===== config.mk =====
export PLATFORM = sky130hd
export DESIGN_NAME = add_round_key_pipe
export DESIGN_NICKNAME = d
export VERILOG_FILES = /design/src/rtl/aes_pkg.sv /design/src/rtl/ark_key_bank.sv /design/src/rtl/add_round_key_pipe.sv
export SDC_FILE = /design/constraint.sdc
export NUM_CORES = 2
export LEC_CHECK = 0
export ABC_AREA = 0
export BUFFER_PORTS_ARGS = -buffer_cell sky130_fd_sc_hd__buf_2
export CAP_MARGIN = 20
export CORE_MARGIN = 2
export CORE_UTILIZATION = 43
export CTS_BUF_LIST = sky130_fd_sc_hd__clkbuf_4 sky130_fd_sc_hd__clkbuf_8
export CTS_CLUSTER_DIAMETER = 150
export DETAILED_ROUTE_END_ITERATION = 7
export GPL_TIMING_DRIVEN = 0
export MAX_ROUTING_LAYER = met4
export SLEW_MARGIN = 5
export SYNTH_ARGS = -nofsm -noshare
export SYNTH_HDL_FRONTEND = slang
export SYNTH_HIERARCHICAL = 1
export SYNTH_SLANG_ARGS = --single-unit

===== constraint.sdc =====
create_clock -name clk -period 2.7 [get_ports clk]
set_input_delay 0.54 -clock clk [delete_from_list [all_inputs] [get_ports clk]]
set_output_delay 0.54 -clock clk [all_outputs]
set_load 0.005 [all_outputs]

===== src/rtl/aes_pkg.sv =====
// Shared AES definitions for the AddRoundKey pipeline.
//
// Contents:
//   AES_BLK_W      - AES state/round-key width (128 bits)
//   AES128_NUM_RK  - number of AES-128 round keys (11)
//   aes_state_t    - 128-bit AES state, column-major bytes, s00 at MSBs
//   idx_in_range() - bounds check shared by the key bank and its users
package aes_pkg;

  localparam int AES_BLK_W     = 128;
  localparam int AES128_NUM_RK = 11;

  typedef logic [AES_BLK_W-1:0] aes_state_t;

  // True when idx addresses a populated slot of a bank of 'depth' entries.
  function automatic logic idx_in_range(input int idx, input int depth);
    return idx < depth;
  endfunction

endpackage


===== src/rtl/ark_key_bank.sv =====
// Round-key bank for the AddRoundKey pipeline.
//
// Holds NUM_KEYS round keys of BLK_W bits each in registers (every entry is
// cleared by rst, so this cannot live in a block RAM). One write port and one
// combinational read port with write-first bypass: a write and a read to the
// same valid index in the same cycle return the new data.
//
// Optional feature, macro ARK_ZEROIZE_EN: a zeroize pulse starts a sweep that
// clears one entry per cycle from index 0 upward; zbusy is high for exactly
// NUM_KEYS cycles, and writes are ignored while it is high.
//
// Ports:
//   clk, rst            clock, synchronous active-high reset
//   key_we/waddr/wdata  write port; writes to index >= NUM_KEYS are dropped
//   rd_idx              read index
//   rd_key              key at rd_idx (zero when rd_idx is out of range)
//   rd_err              rd_idx >= NUM_KEYS
//   zeroize, zbusy      sweep start / sweep in progress (ARK_ZEROIZE_EN only)
module ark_key_bank
  import aes_pkg::*;
#(
  parameter int  BLK_W    = AES_BLK_W,
  parameter int  NUM_KEYS = AES128_NUM_RK,
  localparam int RND_W    = $clog2(NUM_KEYS)
) (
  input  logic             clk,
  input  logic             rst,
  input  logic             key_we,
  input  logic [RND_W-1:0] key_waddr,
  input  logic [BLK_W-1:0] key_wdata,
  input  logic [RND_W-1:0] rd_idx,
  output logic [BLK_W-1:0] rd_key,
`ifdef ARK_ZEROIZE_EN
  input  logic             zeroize,
  output logic             zbusy,
`endif
  output logic             rd_err
);

  logic [NUM_KEYS-1:0][BLK_W-1:0] bank_w;
  logic                           wr_ok;
  logic                           rd_ok;

`ifdef ARK_ZEROIZE_EN
  localparam logic [RND_W-1:0] LAST_IDX = RND_W'(NUM_KEYS - 1);

  logic             zbusy_q, zbusy_d;
  logic [RND_W-1:0] zidx_q,  zidx_d;

  // Sweep controller: the pulse is only honoured while idle; the last
  // cleared index ends the sweep so zbusy spans exactly NUM_KEYS cycles.
  always_comb begin
    zbusy_d = zbusy_q;
    zidx_d  = zidx_q;
    if (zbusy_q) begin
      if (zidx_q == LAST_IDX) begin
        zbusy_d = 1'b0;
        zidx_d  = '0;
      end else begin
        zidx_d = zidx_q + RND_W'(1);
      end
    end else if (zeroize) begin
      zbusy_d = 1'b1;
      zidx_d  = '0;
    end
  end

  always_ff @(posedge clk) begin
    if (rst) begin
      zbusy_q <= 1'b0;
      zidx_q  <= '0;
    end else begin
      zbusy_q <= zbusy_d;
      zidx_q  <= zidx_d;
    end
  end

  assign zbusy = zbusy_q;
  assign wr_ok = key_we && !zbusy_q && idx_in_range(32'(key_waddr), NUM_KEYS);
`else
  assign wr_ok = key_we && idx_in_range(32'(key_waddr), NUM_KEYS);
`endif

  // One register per entry; each has its own clear and write select.
  for (genvar gi = 0; gi < NUM_KEYS; gi++) begin : g_entry
    logic [BLK_W-1:0] entry_q;
    logic             wr_sel;
    logic             clr_sel;

    assign wr_sel = wr_ok && (key_waddr == RND_W'(gi));
`ifdef ARK_ZEROIZE_EN
    assign clr_sel = zbusy_q && (zidx_q == RND_W'(gi));
`else
    assign clr_sel = 1'b0;
`endif

    always_ff @(posedge clk) begin
      if (rst || clr_sel) begin
        entry_q <= '0;
      end else if (wr_sel) begin
        entry_q <= key_wdata;
      end
    end

    assign bank_w[gi] = entry_q;
  end

  assign rd_ok  = idx_in_range(32'(rd_idx), NUM_KEYS);
  assign rd_err = !rd_ok;

  // Out-of-range reads return zero so the datapath XOR passes state through.
  always_comb begin
    rd_key = '0;
    if (rd_ok) begin
      if (wr_ok && (key_waddr == rd_idx)) begin
        rd_key = key_wdata;
      end else begin
        rd_key = bank_w[rd_idx];
      end
    end
  end

endmodule


===== src/rtl/add_round_key_pipe.sv =====
// AES AddRoundKey as a two-stage valid/ready pipeline.
//
// S1 captures the input state together with the selected round key at the
// input-transfer cycle, so later key writes never touch in-flight data.
// S2 registers state ^ key and presents it on the output, holding it stable
// until the downstream accepts it. One transfer per cycle is sustained.
// An out-of-range in_round passes the state unmodified with out_err set.
//
// Optional feature, macro ARK_ZEROIZE_EN: adds zeroize (in) / zbusy (out);
// the key bank is swept to zero over NUM_KEYS cycles and the input is
// stalled while the sweep runs. Without it the bank clears only on rst.
//
// Ports:
//   clk, rst                         clock, synchronous active-high reset
//   key_we, key_waddr, key_wdata     round-key write port
//   in_valid, in_ready               input handshake
//   in_state, in_round               state and round-key index
//   out_valid, out_ready             output handshake
//   out_state, out_round, out_err    keyed state, carried index, range error
//   zeroize, zbusy                   key-bank sweep (ARK_ZEROIZE_EN only)
module add_round_key_pipe
  import aes_pkg::*;
#(
  parameter int  BLK_W    = AES_BLK_W,
  parameter int  NUM_KEYS = AES128_NUM_RK,
  localparam int RND_W    = $clog2(NUM_KEYS)
) (
  input  logic             clk,
  input  logic             rst,
  input  logic             key_we,
  input  logic [RND_W-1:0] key_waddr,
  input  logic [BLK_W-1:0] key_wdata,
  input  logic             in_valid,
  output logic             in_ready,
  input  logic [BLK_W-1:0] in_state,
  input  logic [RND_W-1:0] in_round,
  output logic             out_valid,
  input  logic             out_ready,
  output logic [BLK_W-1:0] out_state,
  output logic [RND_W-1:0] out_round,
`ifdef ARK_ZEROIZE_EN
  input  logic             zeroize,
  output logic             zbusy,
`endif
  output logic             out_err
);

  logic [BLK_W-1:0] key_rd;
  logic             key_rerr;
  logic             zbusy_w;

  ark_key_bank #(
    .BLK_W    (BLK_W),
    .NUM_KEYS (NUM_KEYS)
  ) u_bank (
    .clk       (clk),
    .rst       (rst),
    .key_we    (key_we),
    .key_waddr (key_waddr),
    .key_wdata (key_wdata),
    .rd_idx    (in_round),
    .rd_key    (key_rd),
`ifdef ARK_ZEROIZE_EN
    .zeroize   (zeroize),
    .zbusy     (zbusy_w),
`endif
    .rd_err    (key_rerr)
  );

`ifdef ARK_ZEROIZE_EN
  assign zbusy = zbusy_w;
`else
  assign zbusy_w = 1'b0;
`endif

  // Stage 1: captured state, key and index.
  logic             s1_v_q,     s1_v_d;
  logic [BLK_W-1:0] s1_state_q, s1_state_d;
  logic [BLK_W-1:0] s1_key_q,   s1_key_d;
  logic [RND_W-1:0] s1_round_q, s1_round_d;
  logic             s1_err_q,   s1_err_d;

  // Stage 2: output register.
  logic             s2_v_q,      s2_v_d;
  logic [BLK_W-1:0] out_state_q, out_state_d;
  logic [RND_W-1:0] out_round_q, out_round_d;
  logic             out_err_q,   out_err_d;

  logic accept;
  logic s2_load;

  // S1 can take new data whenever it is empty or will hand off to S2 this
  // cycle; S2 can take S1 whenever it is empty or is being drained.
  assign in_ready = !zbusy_w && (!s1_v_q || !s2_v_q || out_ready);
  assign accept   = in_valid && in_ready;
  assign s2_load  = s1_v_q && (!s2_v_q || out_ready);

  always_comb begin
    s1_v_d     = s1_v_q;
    s1_state_d = s1_state_q;
    s1_key_d   = s1_key_q;
    s1_round_d = s1_round_q;
    s1_err_d   = s1_err_q;
    if (accept) begin
      s1_v_d     = 1'b1;
      s1_state_d = in_state;
      s1_key_d   = key_rd;
      s1_round_d = in_round;
      s1_err_d   = key_rerr;
    end else if (s2_load) begin
      s1_v_d = 1'b0;
    end
  end

  always_comb begin
    s2_v_d      = s2_v_q;
    out_state_d = out_state_q;
    out_round_d = out_round_q;
    out_err_d   = out_err_q;
    if (s2_load) begin
      s2_v_d      = 1'b1;
      out_state_d = s1_state_q ^ s1_key_q;
      out_round_d = s1_round_q;
      out_err_d   = s1_err_q;
    end else if (out_ready) begin
      s2_v_d = 1'b0;
    end
  end

  always_ff @(posedge clk) begin
    if (rst) begin
      s1_v_q      <= 1'b0;
      s1_state_q  <= '0;
      s1_key_q    <= '0;
      s1_round_q  <= '0;
      s1_err_q    <= 1'b0;
      s2_v_q      <= 1'b0;
      out_state_q <= '0;
      out_round_q <= '0;
      out_err_q   <= 1'b0;
    end else begin
      s1_v_q      <= s1_v_d;
      s1_state_q  <= s1_state_d;
      s1_key_q    <= s1_key_d;
      s1_round_q  <= s1_round_d;
      s1_err_q    <= s1_err_d;
      s2_v_q      <= s2_v_d;
      out_state_q <= out_state_d;
      out_round_q <= out_round_d;
      out_err_q   <= out_err_d;
    end
  end

  assign out_valid = s2_v_q;
  assign out_state = out_state_q;
  assign out_round = out_round_q;
  assign out_err   = out_err_q;

endmodule

==> reports/qor.txt <==
# rows: 157
internal power: 44.38 mW
non-filler cells, final: 13093
CTS tree: built
cts bufs inserted: 329
RR Endpoint: out_state[89]
initial antenna violation count: 33
asr flop ratio synth: 0%
distinct cell type count after synthesis: 51
Post-Synth XOR/XNOR Area: 1.456%
Post-Layout Inst Area: 0.09384 sq mm
Logic pwr share: 10.4%
WL met1: 126.8 mm
unrepaired setup endpoints after global routing: no
routed wl met2: 144.8 mm
reg2reg setup slack: 0.15 ns
period utilisation layout: 104.4%
Max-cap violations: 0
synthesized instance count: 9424
Cells after DPL: 12247
Sw Ratio: 26.59%
mux contribution to synthesized area: 12.18%
Most used DFF post-synth: dfxtp_1
worst endpoint required time: 3.65 ns
number of port buffers: 402
number of global-route vias before repair: 70077
core area: 0.1825 sq mm
Nets: 10727
Detail Route Antenna Nets: 0
Clk pwr share: 44.0%
hold path depth: 3
Vias: 73973
Detailed Place HPWL: 230.2 mm
Reg2Reg Launch Point: out_valid
Psw: 16.07 mW
Adder-Cell Fraction of Synth Area: 0%
initial detailed-routing violation count: 8346
Detailed Routing Iterations Pass 1: 7
Top-Level Pins: 404
Ys Warns: 6
hold wc startpoint: rst
clock skew: 0.07174 ns
fmax: 354.8 MHz
Initial Util: 43.17%
area delta synth->final: 19.12%
Critical Path Most Common Cell: buf_2
WL met3: 32.91 mm
synth cell count leaders: 2945 x nand2_1, 1804 x dfxtp_1, 1614 x a21oi_1, 603 x mux2i_1, 527 x nand2b_1
most common cell in the netlist: nand2_1
Die Area: 0.1867 sq mm
Worst EP arrival: 3.77 ns
clk_lat worst skew: 1.06 ns
root buf cell: clkbuf_8
GP Congestion: 0.9478
DP Area: 0.08447 sq mm
Simple-Gate Fraction of Synth Area: 18.88%
Synth Register Bits: 1804
Post-synth EDFFs: 0
failing checks: negative setup slack
GRT Util Overall: 34.69%
Peak VDD IR: 0.5294 mV
clock sink count: 1804
DRC: 0
Final Hold Fails: 0
gr ovfl total: 0
Critical Path Slowest Stage Cell: a221oi_1
final WL: 327.2 mm
P_leak: 33.90 nW
clock tree buffer depth: 4
global-route wire length before repair: 464.3 mm
Vias per Instance: 5.650
outcome: finished, violations left
Max FO, Critical Path: 10
largest net degree at the start of global routing: 20
Max-slew headroom: 16.58%
Worst path max stage delay: 0.77 ns
Startpoint Class: input pin
largest family of logic cells by synthesized area: simple AND/OR/NAND/NOR gates
Reg power frac: 45.7%
crit path cell chain: buf_2, buf_2, or2_0, buf_2, nor2_2, buf_2, a221oi_1, a32o_1, nand2b_1, mux2i_1
Synth top area share: 45.84%
syn_nets: 9693
Die Span X: 432.0 um
Post-Syn Area: 0.07878 sq mm
Hold Slack: 0.2510 ns
Final Max Slew Viols: 0
min Tclk post-route: 2.819 ns
Pwr Density: 644.2 mW/mm^2
Worst setup EP type: register
sequential share of the synthesized area: 45.84%
hold endpoint: u_bank/g_entry[0].entry_q[85]
top cells by area, synth: dfxtp_1 46%, nand2_1 14%, a21oi_1 10%, mux2i_1 7.7%, nand2b_1 4.2%
post-synthesis average cell area: 8.360 sq um
H-tree depth: 5
DR top layer: met4
count of final setup violators: 11
Worst Setup Path Type: input pin to register
DR WL/cell: 24.99 um
Synth Area in Compound Gates: 15.72%
Die Y: 432.0 um
Hold Crit Class: input pin to register
Synth area leader: dfxtp_1
Post-Route Setup TNS: -0.6284 ns
share of post-route cells with drive strength above 1: 14.91%
Clock transition at path regs: 0.06 ns
worst slew pin tran: 1.251 ns
FF-to-FF path depth: 6
setup ws final: -0.1188 ns
## kinds of logic (layout without fill, tap and decap cells)
kind of cell / after synthesis / after routing
xor gates and xnor gates: 131 / 131
DFF: 1804 / 1804
and+or+nand+nor: 3584 / 3584
muxes: 789 / 789
AOI/OAI and AO/OA: 2119 / 2119
buffers and inverters: 997 / 2250
other: 0 / 31
## cell usage in the layout, fill, tap and decap left out, types with 48 or more instances in the layout
cell and instances:
nor2_1 76, clkbuf_4 109, nand2_1 2945, inv_1 65, xnor2_1 128, a21oi_1 1614, mux4_2 128, clkbuf_8 404
mux2_2 52, clkbuf_1 494, a32o_1 128, mux2i_1 603, dfxtp_1 1804, a22oi_1 48, o211ai_1 64, a211oi_1 129
nand2b_1 527, buf_2 695, dlygate4sd3_1 263
## state kept, by name (all words and copies together), names as in the netlist
signal	count
out_round	4
u_bank/g_entry.entry_q	1408
s1_round_q	4
s1_state_q	128
s1_key_q	128
out_state	128
s1_v_q	1
out_err	1
s1_err_q	1
out_valid	1
## how the worst max path moves through the flow
stage	start	end
finish	in_round[3]	s1_key_q[64]
global route	out_valid	out_state[87]
CTS	out_valid	out_state[90]
detailed placement	in_round[3]	s1_key_q[76]
global placement	in_round[3]	s1_key_q[95]
floorplan	in_round[1]	s1_key_q[91]
## layer usage
metal	up-vias	track usage, %
li1	33776	-
met1	35249	42.05
met2	4042	52.10
met3	906	7.716
met4	0	22.21
met5	-	-
## what timing repair did
item / 4_1_cts / 5_1_grt
gates resized for setup: 8 / 2
buffers inserted: 3 / 0
hold buffers: 263 / 0
endpoints found under the setup margin: 106 / 10
endpoints found under the hold margin: 385 / 0
pin swaps: 1 / 0
## worst max-delay path, delay by kind of cell
kind	cells	cell delay, ns
buf+inv	4	1.49
simple gates	3	0.52
compound gates	2	1.05
mux	1	0.13
## stage by stage
stage / power [mW] / setup WS [ns] / util, %
6_report: 60.46 / -0.1188 / 51.42
5_1_grt: 62.13 / 0.002865 / 51.40
4_1_cts: 60.56 / 0.02385 / 51.38
3_5_place_dp: 33.93 / -1.190 / 46.29
3_3_place_gp: 33.78 / -2.302 / 45.91
2_1_floorplan: 31.30 / 0.6130 / -
## power groups by stage
stage	registers, mW	logic [mW]	clock network (mW)
2_1_floorplan	28.1	3.21	0
3_3_place_gp	28.1	5.64	0
3_5_place_dp	28.2	5.77	0
4_1_cts	27.6	6.11	26.9
5_1_grt	27.6	6.52	28.0
6_report	27.6	6.26	26.6
## final cells by class
cell class	count	area, sq um
diodes	31	77.57
plain buffers	929	4468
clock buffers	511	6364
clock inverters	39	242.7
fillers	17217	88650
inverters	67	251.5
multi-input cells	6623	38010
flip-flops and latches	1804	36110
well taps	2385	2984
repair buffers	704	5333
(Power assumes the default switching activity.)
